--- config.mk ---
export PLATFORM = sky130hd
export DESIGN_NAME = fetch_pc_unit_flat
export DESIGN_NICKNAME = d
export VERILOG_FILES = /design/src/rtl/fetch_pc_unit_if.sv /design/src/rtl/fetch_pc_unit.sv /design/src/flat_wrapper.sv
export SDC_FILE = /design/constraint.sdc
export NUM_CORES = 1
export LEC_CHECK = 0
export ABC_AREA = 1
export BUFFER_PORTS_ARGS = -buffer_cell sky130_fd_sc_hd__clkbuf_2
export CAP_MARGIN = 20
export CORE_MARGIN = 8
export CORE_UTILIZATION = 40
export CTS_BUF_LIST = sky130_fd_sc_hd__clkbuf_8
export CTS_CLUSTER_DIAMETER = 50
export CTS_CLUSTER_SIZE = 40
export DETAILED_ROUTE_END_ITERATION = 7
export GPL_TIMING_DRIVEN = 0
export PLACE_DENSITY = 0.62
export SETUP_SLACK_MARGIN = 0.4
export SYNTH_ARGS = -nofsm -noshare
export SYNTH_HDL_FRONTEND = slang
export SYNTH_SLANG_ARGS = --single-unit
--- constraint.sdc ---
create_clock -name clk -period 7.27 [get_ports clk]
set_input_delay 0.727 -clock clk [delete_from_list [all_inputs] [get_ports clk]]
set_output_delay 0.727 -clock clk [all_outputs]
set_load 0.05 [all_outputs]
--- src/rtl/fetch_pc_unit_if.sv ---
// I-cache request/response bundle between the fetch unit and the cache.
// Master is the fetch side, slave is the cache side.
interface fetch_pc_unit_if #(
   parameter int ADDR_W = 64,
   parameter int INST_W = 32
);
   logic              icache_req_valid_o;
   logic [ADDR_W-1:0] icache_req_addr_o;
   logic              icache_req_ready_i;
   logic              icache_resp_valid_i;
   logic [INST_W-1:0] icache_resp_data_i;

   modport master (
      output icache_req_valid_o,
      output icache_req_addr_o,
      input  icache_req_ready_i,
      input  icache_resp_valid_i,
      input  icache_resp_data_i
   );

   modport slave (
      input  icache_req_valid_o,
      input  icache_req_addr_o,
      output icache_req_ready_i,
      output icache_resp_valid_i,
      output icache_resp_data_i
   );
endinterface

--- src/rtl/fetch_pc_unit.sv ---
// Credit-based instruction fetch front end with a PC-tagged
// instruction queue, stall, and redirect with in-flight drop.
module fetch_pc_unit #(
   parameter int                ADDR_W  = 64,
   parameter int                INST_W  = 32,
   parameter logic [ADDR_W-1:0] INIT_PC = 64'h8000_0000,
   parameter int                STEP    = 4,
   parameter int                DEPTH   = 4
) (
   input  logic              clk,
   input  logic              rst,
   input  logic              ctrl_stall_i,
   input  logic              redirect_valid_i,
   input  logic [ADDR_W-1:0] redirect_pc_i,
   fetch_pc_unit_if.master   icache,
   output logic              inst_valid_o,
   output logic [INST_W-1:0] inst_o,
   output logic [ADDR_W-1:0] inst_pc_o,
   input  logic              inst_ready_i,
   output logic              protocol_err_o
);

   localparam int CW = $clog2(DEPTH + 1);
   localparam int PW = $clog2(DEPTH);
   localparam logic [ADDR_W-1:0] STEP_A = ADDR_W'(STEP);
   localparam logic [ADDR_W-1:0] MASK = ~(ADDR_W'(STEP - 1));
   localparam logic [CW+1:0] LIMIT = (CW + 2)'(DEPTH);

   logic [ADDR_W-1:0] fetch_pc;
   logic [ADDR_W-1:0] resp_pc;
   logic [ADDR_W-1:0] target;
   logic [CW-1:0]     outst;
   logic [CW-1:0]     drop_cnt;
   logic [CW-1:0]     count;
   logic [CW-1:0]     drop_redir;
   logic [CW+1:0]     used;
   logic [PW-1:0]     wr_ptr;
   logic [PW-1:0]     rd_ptr;
   logic              hold;
   logic              err;
   logic              req_valid;
   logic              fire;
   logic              resp;
   logic              resp_drop;
   logic              push;
   logic              orphan;
   logic              pop;

   logic [INST_W-1:0] data_q [DEPTH];
   logic [ADDR_W-1:0] pc_q   [DEPTH];

   // Every slot in flight or queued holds one credit
   assign used = (CW + 2)'(outst) + (CW + 2)'(drop_cnt)
               + (CW + 2)'(count);

   assign req_valid = rst & (hold | (~ctrl_stall_i & (used < LIMIT)));
   assign fire      = req_valid & icache.icache_req_ready_i;

   assign resp      = rst & icache.icache_resp_valid_i;
   assign resp_drop = resp & (drop_cnt != '0);
   assign push      = resp & (drop_cnt == '0) & (outst != '0);
   assign orphan    = resp & (drop_cnt == '0) & (outst == '0);

   assign inst_valid_o = rst & ~redirect_valid_i & (count != '0);
   assign pop          = inst_valid_o & inst_ready_i;

   assign target = redirect_pc_i & MASK;

   // A response arriving with the redirect retires one in-flight slot
   assign drop_redir = drop_cnt + outst + CW'(fire)
                     - CW'(resp & ~orphan);

   assign icache.icache_req_valid_o = req_valid;
   assign icache.icache_req_addr_o  = fetch_pc;

   assign inst_o         = data_q[rd_ptr];
   assign inst_pc_o      = pc_q[rd_ptr];
   assign protocol_err_o = rst & err;

   always_ff @(posedge clk) begin
      if (!rst) begin
         fetch_pc <= INIT_PC;
         resp_pc  <= INIT_PC;
         outst    <= '0;
         drop_cnt <= '0;
         count    <= '0;
         wr_ptr   <= '0;
         rd_ptr   <= '0;
         hold     <= 1'b0;
         err      <= 1'b0;
      end else if (redirect_valid_i) begin
         fetch_pc <= target;
         resp_pc  <= target;
         outst    <= '0;
         drop_cnt <= drop_redir;
         count    <= '0;
         wr_ptr   <= '0;
         rd_ptr   <= '0;
         hold     <= 1'b0;
         if (orphan) err <= 1'b1;
      end else begin
         hold  <= req_valid & ~icache.icache_req_ready_i;
         outst <= outst + CW'(fire) - CW'(push);
         count <= count + CW'(push) - CW'(pop);
         if (fire) fetch_pc <= fetch_pc + STEP_A;
         if (resp_drop) drop_cnt <= drop_cnt - CW'(1);
         if (push) begin
            resp_pc <= resp_pc + STEP_A;
            wr_ptr  <= wr_ptr + PW'(1);
         end
         if (pop) rd_ptr <= rd_ptr + PW'(1);
         if (orphan) err <= 1'b1;
      end
   end

   always_ff @(posedge clk) begin
      if (rst && !redirect_valid_i && push) begin
         data_q[wr_ptr] <= icache.icache_resp_data_i;
         pc_q[wr_ptr]   <= resp_pc;
      end
   end

endmodule

--- src/flat_wrapper.sv ---
// flat-port wrapper written by rule: the top's interface ports become plain ports
module fetch_pc_unit_flat 
#(
   parameter int                ADDR_W  = 64,
   parameter int                INST_W  = 32,
   parameter logic [ADDR_W-1:0] INIT_PC = 64'h8000_0000,
   parameter int                STEP    = 4,
   parameter int                DEPTH   = 4
)
  (clk, rst, ctrl_stall_i, redirect_valid_i, redirect_pc_i, inst_valid_o, inst_o, inst_pc_o, inst_ready_i, protocol_err_o, icache_icache_req_valid_o, icache_icache_req_addr_o, icache_icache_req_ready_i, icache_icache_resp_valid_i, icache_icache_resp_data_i);
  fetch_pc_unit_if #(.ADDR_W(ADDR_W), .INST_W(INST_W)) icache_i ();
  input  logic clk;
  input  logic rst;
  input  logic ctrl_stall_i;
  input  logic redirect_valid_i;
  input  logic [ADDR_W-1:0] redirect_pc_i;
  output logic inst_valid_o;
  output logic [INST_W-1:0] inst_o;
  output logic [ADDR_W-1:0] inst_pc_o;
  input  logic inst_ready_i;
  output logic protocol_err_o;
  output wire logic [$bits(icache_i.icache_req_valid_o)-1:0] icache_icache_req_valid_o;
  output wire logic [$bits(icache_i.icache_req_addr_o)-1:0] icache_icache_req_addr_o;
  input wire logic [$bits(icache_i.icache_req_ready_i)-1:0] icache_icache_req_ready_i;
  input wire logic [$bits(icache_i.icache_resp_valid_i)-1:0] icache_icache_resp_valid_i;
  input wire logic [$bits(icache_i.icache_resp_data_i)-1:0] icache_icache_resp_data_i;
  assign icache_icache_req_valid_o = icache_i.icache_req_valid_o;
  assign icache_icache_req_addr_o = icache_i.icache_req_addr_o;
  assign icache_i.icache_req_ready_i = icache_icache_req_ready_i;
  assign icache_i.icache_resp_valid_i = icache_icache_resp_valid_i;
  assign icache_i.icache_resp_data_i = icache_icache_resp_data_i;
  fetch_pc_unit #(.ADDR_W(ADDR_W), .INST_W(INST_W), .INIT_PC(INIT_PC), .STEP(STEP), .DEPTH(DEPTH)) u_core (.clk(clk), .rst(rst), .ctrl_stall_i(ctrl_stall_i), .redirect_valid_i(redirect_valid_i), .redirect_pc_i(redirect_pc_i), .icache(icache_i), .inst_valid_o(inst_valid_o), .inst_o(inst_o), .inst_pc_o(inst_pc_o), .inst_ready_i(inst_ready_i), .protocol_err_o(protocol_err_o));
endmodule
==> qor.yml, run 1 <==
avgSynthCellArea_um2: 9.08
clock-sinks: 517
initial_core_util_pct: 40.1
track_usage_pct: 24.5
final_layout_size_suffix_gt1_share_pct: 14.9
p_per_area_mw_per_mm2: 206
wirelength_um: 85700
p_int_uw: 4190
slew_viol_final: 0
startpoint_type: "register"
arrival_ns: 3.37
setup_violations: 0
min_to: "u_core.data_q[2][6]$_DFFE_PP_"
r2r_end: "u_core.drop_cnt[2]$_SDFFE_PN0P_"
n_fill_cell: 5804
synth_top_family_by_area: "simple AND/OR/NAND/NOR gates"
synth_xor_area_share_pct: 2.44
fmax_mhz: 244
antenna_left: 0
drv_cap: 0
die_y_um: 261
required_ns: 6.54
path_clk_slew_ns: 0.10
r2r_start: "u_core.drop_cnt[0]$_SDFFE_PN0P_"
timing.final.crit_share_pct: 56.3
hp-start: "icache_icache_resp_data_i[6]"
hold_buffers: 0
outcome: "complete, no violations"
path_max_fanout: 10
worst_pin_slew_ns: 0.954
gp_congestion: 0.966
ys_seq_elements: 517
clock_path_buffers: 3
dp_hpwl_um: 64800
grt_start_max_net_pins: 29
hold_viol_final: 0
worst_clock_skew_ns: 0.0306
num_rows: 90
hold_path_depth: 1
synth_compound_area_share_pct: 11.0
holdWs_ns: 0.264
dp_worst_setup_slack_ns: 3.69
grt_pass1_vias: 20000
pwr-share-seq_pct: 57.5
crit_type: "register to primary output"
die_x_um: 261
grt_pass1_wl_um: 125000
p_switching_uw: 1560
h-tree-depth: 2
crit_path_end_kind: "primary output"
worstRegToRegCells: 16
portBuffers: 259
postCtsSetupBuffers: 0
wl_per_cell_um: 22.6
tritoncts: "built"
yosysWarnings: 0
layout_commonest_cell: "nand2_1"
postLayoutCoreUtil_pct: 46.4
r2r_setup_slack_ns: 3.65
max-slew-margin-rel_pct: 36.4
synthMuxAreaShare_pct: 0
die_area_mm2: 0.0682
cts_resized: 0
ys_seq_area_share_pct: 58.7
synthAdderAreaFrac_pct: 1.41
firstDrtPassIters: 6
antenna_found_initial: 2
layout_common_cells: "nand2_1 (575), nor2_1 (458), edfxtp_1 (376)"
netlist_area_mm2: 0.0240
ir_drop_mv: 0.107
min_path_type: "input port to register"
cts_made_buffers: 50
clkPwrFrac_pct: 35.0
fin_nets: 3104
drc: 0
vias: 20500
root_buffer: "clkbuf_8"
drt_iter0_markers: 1902
io_pins: 266
min_period_ns: 4.09
clk_latency_ns: 0.68
final.setup.worst_slack_ns: 3.18
synth.distinct_cells: 48
p_total_uw: 5740
p_leak_uw: 0.0102
power_frac_comb_pct: 7.4
syn_inst: 2648
grt_overflow: 0
rsz0062_at_grt: "false"
synth-simple-area-share_pct: 21.4
vias_per_cell: 5.39
area_growth_pct: 15.8
core_area_mm2: 0.0599
p_sw_share_pct: 27.1
-- sequential cells by signal, indices dropped and copies added (netlist names), named ones only --
name                             count
u_core.pc_q                        248
u_core.data_q                      128
u_core.icache.icache_req_addr_o     62
u_core.resp_pc                      62
u_core.count                         3
u_core.drop_cnt                      3
u_core.outst                         3
u_core.rd_ptr                        2
u_core.wr_ptr                        2
u_core.err                           1
u_core.hold                          1
-- worst max-delay path, stage by stage, from the launching register on --
cell      delay [ns]
dfxtp_1         0.33
buf_2           0.32
buf_2           0.39
clkinv_1        0.37
buf_2           0.35
clkbuf_1        0.32
o21ai_0         0.24
o22ai_1         0.12
clkbuf_2        0.25
-- kinds of logic (layout without fill, tap and decap cells) --
logic type      count (synthesis)  count (layout)
buf+inv                       301             667
flops                         517             517
xor+xnor                       67              67
compound gates                491             491
fa+ha+maj                      24              24
simple gates                 1247            1247
other cells                     1               5
-- synth_stat cells (all sizes together) --
master | instances | area (um2)
nor4 | 3 | 18.8
a22o | 2 | 17.5
xnor2 | 15 | 131
a22oi | 1 | 7.51
nor3 | 27 | 186
inv | 183 | 687
clkbuf | 70 | 263
a31oi | 13 | 81.3
nand3b | 4 | 30.0
ha | 19 | 238
dfxtp | 141 | 2820
o211ai | 2 | 15.0
o21a | 1 | 7.51
a21boi | 2 | 15.0
nand2 | 579 | 2190
o31a | 1 | 8.76
o31ai | 2 | 15.0
or2 | 2 | 12.5
edfxtp | 376 | 11300
conb | 1 | 3.75
o21ai | 276 | 1380
a32o | 2 | 20.0
buf | 44 | 235
a221oi | 1 | 8.76
clkinv | 4 | 15.0
nor3b | 1 | 7.51
nor2 | 480 | 1880
o22ai | 95 | 594
fa | 5 | 100
a21oi | 88 | 440
xor2 | 52 | 455
nand3 | 114 | 586
and2 | 1 | 6.26
nand4 | 36 | 225
o21bai | 5 | 37.5
-- cell type report --
cell class	instances	area (um2)	area share [%]
clock inverter	41	440	1.58
inverter	187	702	2.52
timing repair buffer	274	1630	5.85
multi-input combinational	1833	8760	31.5
buffer	114	498	1.79
tap	782	978	3.52
sequential	517	14100	50.7
clock buffer	51	702	2.52
antenna	1	2.50	0.00899
-- metal layers --
layer	vias to the layer above	GRT usage [%]	routed length, um
li1	9670	-	-
met1	9871	31.3	35200
met2	786	41.3	40800
met3	168	4.16	6090
met4	0	9.80	3580
met5	-	0	0
-- per-stage QoR --
| stage | std cells | setup TNS [ns] | cell area [um2] |
|---|---|---|---|
| 2_1_floorplan | 2651 | 0 | 24000 |
| 3_3_place_gp | 3692 | -853.37 | 26300 |
| 3_5_place_dp | 3707 | 0 | 26700 |
| 4_1_cts | 3799 | 0 | 27800 |
| 5_1_grt | 3799 | 0 | 27800 |
| 6_report | 3800 | 0 | 27800 |
-- power groups by stage --
stage / sequential [uW] / combinational (uW) / clock (uW)
after floorplan: 3400 / 195 / 0
after global placement: 3370 / 414 / 0
after detailed placement: 3370 / 420 / 0
after CTS: 3300 / 422 / 2060
after global routing: 3310 / 461 / 2160
final: 3300 / 426 / 2010
-- worst max-delay path by stage --
stage	depth (start not counted)	end
after global routing	8	inst_o[8]
after CTS	8	inst_o[27]
after floorplan	7	u_core.data_q[0][0]$_DFFE_PP_
after global placement	8	u_core.pc_q[3][54]$_DFFE_PP_
after detailed placement	15	u_core.drop_cnt[2]$_SDFFE_PN0P_
final	8	inst_o[27]
(Power assumes the default switching activity.)
==> run 2, diff against run 1 <==
--- a/config.mk
+++ b/config.mk
@@ -5,7 +5,7 @@
 export SDC_FILE = /design/constraint.sdc
 export NUM_CORES = 1
 export LEC_CHECK = 0
-export ABC_AREA = 1
+export ABC_AREA = 0
 export BUFFER_PORTS_ARGS = -buffer_cell sky130_fd_sc_hd__clkbuf_2
 export CAP_MARGIN = 20
 export CORE_MARGIN = 8
==> constraint.sdc (replaced) <==
create_clock -name clk -period 4.1 [get_ports clk]
set_input_delay 0.41 -clock clk [delete_from_list [all_inputs] [get_ports clk]]
set_output_delay 0.41 -clock clk [all_outputs]
set_load 0.05 [all_outputs]
==> run 2 against run 1 <==
- die area decreased by 7.3%
- critical path depth increased by 4
- synthesized cell count decreased by 40%
- critical path type is now register to register
- highest routed layer unchanged
==> qor.yml, run 2 <==
outcome: "complete, no violations"  # unchanged
regArea_mm2: 0.0141  # unchanged
synth.largest_area_cell: "edfxtp_1"  # unchanged
antenna_found_initial: 2  # unchanged
p_switching_uw: 3000  # was 1560 uW
wirelength_um: 69900  # was 85700 um
drt_iter0_markers: 1901  # was 1902
cts_made_buffers: 52  # was 50
crit_path_end_kind: "register"  # was primary output
track_usage_pct: 21.4  # was 24.5%
dp_worst_setup_slack_ns: 0.132  # was 3.69 ns
h-tree-depth: 2  # unchanged
ir_drop_mv: 0.246  # was 0.107 mV
grt_start_max_net_pins: 36  # was 29
regMostFlops: "u_core.pc_q"  # unchanged
rsz0062_at_grt: "true"  # was false
final_layout_size_suffix_gt1_share_pct: 26.3  # was 14.9%
final.setup.worst_slack_ns: 0.522  # was 3.18 ns
dp.cells: 2605  # was 3707
path_max_fanout: 10  # unchanged
clk_latency_ns: 0.71  # was 0.68 ns
avgSynthCellArea_um2: 14.0  # was 9.08 um2
hold_viol_final: 0  # unchanged
tritoncts: "built"  # unchanged
pwr-share-seq_pct: 55.8  # was 57.5%
synth-main-ff-cell: "edfxtp_1"  # unchanged
grt_pass1_vias: 15400  # was 20000
vias: 16100  # was 20500
vias_per_cell: 5.87  # was 5.39
die_x_um: 251  # was 261 um
p_int_uw: 7530  # was 4190 uW
synth.most_common_cell: "edfxtp_1"  # was nand2_1
grt_overflow: 0  # unchanged
yosysWarnings: 0  # unchanged
fmax_mhz: 279
grt_pass1_wl_um: 102000  # was 125000 um
synthArstFlopShare_pct: 0  # unchanged
ys_seq_elements: 517  # unchanged
synth_top_cell_area_share_pct: 50.9  # was 47.0%
required_ns: 4.72  # was 6.54 ns
initial_core_util_pct: 40.3  # was 40.1%
synth.distinct_cells: 70  # was 48
area_growth_pct: 18.7  # was 15.8%
multi_input_comb_area_mm2: 0.00760  # was 0.00876 mm2
arrival_ns: 4.20  # was 3.37 ns
firstDrtPassIters: 6  # unchanged
min_period_ns: 3.58
layout_commonest_cell: "edfxtp_1"  # was nand2_1
die_area_mm2: 0.0632  # was 0.0682 mm2
p_per_area_mw_per_mm2: 400  # was 206 mW/mm2
largest_register_ffs: 248  # unchanged
dp_hpwl_um: 50600  # was 64800 um
clock-sinks: 517  # unchanged
clkPwrFrac_pct: 36.6  # was 35.0%
drc: 0  # unchanged
p_sw_share_pct: 28.5  # was 27.1%
num_rows: 86  # was 90
syn_inst: 1586  # was 2648
layout_common_cells: "edfxtp_1 (376), clkbuf_2 (262), dfxtp_1 (141)"  # was nand2_1 (575), nor2_1 (458), edfxtp_1 (376)
antenna_left: 0  # unchanged
worst_clock_skew_ns: 0.0241  # was 0.0306 ns
gp_congestion: 0.932  # was 0.966
synth_common_cells: "edfxtp_1 (376), dfxtp_1 (141), nand2_1 (98)"  # was nand2_1 (575), nor2_1 (462), edfxtp_1 (376)
timing.final.crit_share_pct: 87.3
final_cells: 2742  # was 3800
io_pins: 266  # unchanged
ys_seq_area_share_pct: 63.7  # was 58.7%
path_clk_slew_ns: 0.09  # was 0.10 ns
die_y_um: 251  # was 261 um
power_frac_comb_pct: 7.6  # was 7.4%
drv_cap: 0  # unchanged
reg_top3: "u_core.pc_q x248, u_core.data_q x128"  # unchanged
min_path_type: "input port to register"  # unchanged
max-slew-margin-rel_pct: 22.8  # was 36.4%
netlist_area_mm2: 0.0222  # was 0.0240 mm2
setup_violations: 0  # unchanged
p_total_uw: 10500  # was 5740 uW
worst_pin_slew_ns: 1.15  # was 0.954 ns
synthTopCellsByArea: "edfxtp_1 (51%), dfxtp_1 (13%), mux4_2 (9.6%), o21ai_0 (2.0%), nand2_1 (1.7%)"  # was edfxtp_1 (47%), dfxtp_1 (12%), nand2_1 (9.0%), nor2_1 (7.2%), o21ai_0 (5.4%)
holdWs_ns: 0.0708  # was 0.264 ns
n_fill_cell: 4874  # was 5804
clock_path_buffers: 3  # unchanged
core_area_mm2: 0.0550  # was 0.0599 mm2
root_buffer: "clkbuf_8"  # unchanged
crit_type: "register to register"  # was register to primary output
slew_viol_final: 0  # unchanged
p_leak_uw: 0.00871  # was 0.0102 uW
fin_nets: 2075  # was 3104
wl_per_cell_um: 25.5  # was 22.6 um
startpoint_type: "register"  # unchanged
r2r_setup_slack_ns: 0.52  # was 3.65 ns
portBuffers: 259  # unchanged
synth_edf_count: 376  # unchanged
-- run 2: changes by cell type in the layout (fill, tap and decap cells not counted), moves of 57 or more --
| cell | delta |
|---|---|
| nand3_1 | -57 |
| nor2_1 | -398 |
| inv_1 | -145 |
| o22ai_1 | -95 |
| mux4_2 | +94 |
| nand2_1 | -478 |
| o21ai_0 | -172 |
-- run 2: per-stage QoR --
stage / area (um2) / setup TNS, ns / util [%]
floorplan: 22200 / 0 / -
global placement: 24400 / -477.34 / 44.4
detailed placement: 24600 / 0 / 44.7
CTS: 26300 / 0 / 47.8
global route: 26300 / 0 / 47.9
finish: 26300 / 0 / 47.9
-- run 2: kinds of logic after synthesis --
kind of cell | synth area share [%]
AO/OA/AOI/OAI | 7.61
XOR/XNOR | 1.94
adder cells (fa/ha/maj) | 1.52
buffers and inverters | 2.29
flip-flops | 63.7
multiplexers | 9.65
other | 0.0169
AND/OR/NAND/NOR | 13.3
-- run 2: final timing paths --
| kind | start | endpoint | cells after the start |
|---|---|---|---|
| worst max register to register | u_core.outst[0]$_SDFF_PP0_ | u_core.drop_cnt[2]$_SDFFE_PN0P_ | 12 |
| worst min-delay path | redirect_pc_i[63] | u_core.icache.icache_req_addr_o[63]$_SDFFE_PN0P_ | 3 |
| worst min register to register | u_core.wr_ptr[1]$_SDFFE_PP0P_ | u_core.wr_ptr[1]$_SDFFE_PP0P_ | 2 |
| worst max-delay path | u_core.outst[0]$_SDFF_PP0_ | u_core.drop_cnt[2]$_SDFFE_PN0P_ | 12 |
-- run 2: layout make-up --
cell class | count | area share (%)
well taps | 748 | 3.56
repair buffers | 305 | 7.00
multi-input cells | 951 | 28.9
diodes | 2 | 0.0190
plain buffers | 93 | 1.65
clock buffers | 52 | 2.72
clock inverters | 46 | 2.12
inverters | 28 | 0.399
flip-flops and latches | 517 | 53.6
-- run 2: worst max-delay path, cell delays in order, from the launching register on --
cell      delay (ns)
dfxtp_1         0.47
ha_1            0.24
fa_1            0.43
ha_1            0.28
nand4b_1        0.16
o21ai_2         0.28
nor3_2          0.20
fa_1            0.44
fa_1            0.39
xnor2_1         0.22
xnor2_1         0.15
nand2_1         0.07
a21boi_0        0.18
-- run 2: what timing repair did --
item,in CTS,in global routing
endpoints found under the hold margin,131,0
endpoints found under the setup margin,75,17
gates resized for setup,13,8
buffers inserted,0,2
hold buffers,35,0
pin swaps,0,0
-- run 2: power by group through the flow --
stage	combinational, uW	clock, uW	sequential [uW]
floorplan	325	0	6070
global placement	747	0	5980
detailed placement	755	0	5990
CTS	788	3950	5870
global route	848	4150	5890
finish	805	3860	5870
-- run 2: per-layer routing --
metal	part of all wire, %	global-route usage, %	vias up	routed length [um]
met5	0	0	-	0
met3	8.5	4.50	141	5910
met4	3.5	7.50	0	2420
met1	42	29.4	8030	29600
met2	46	33.4	869	32000
li1	-	-	7047	-
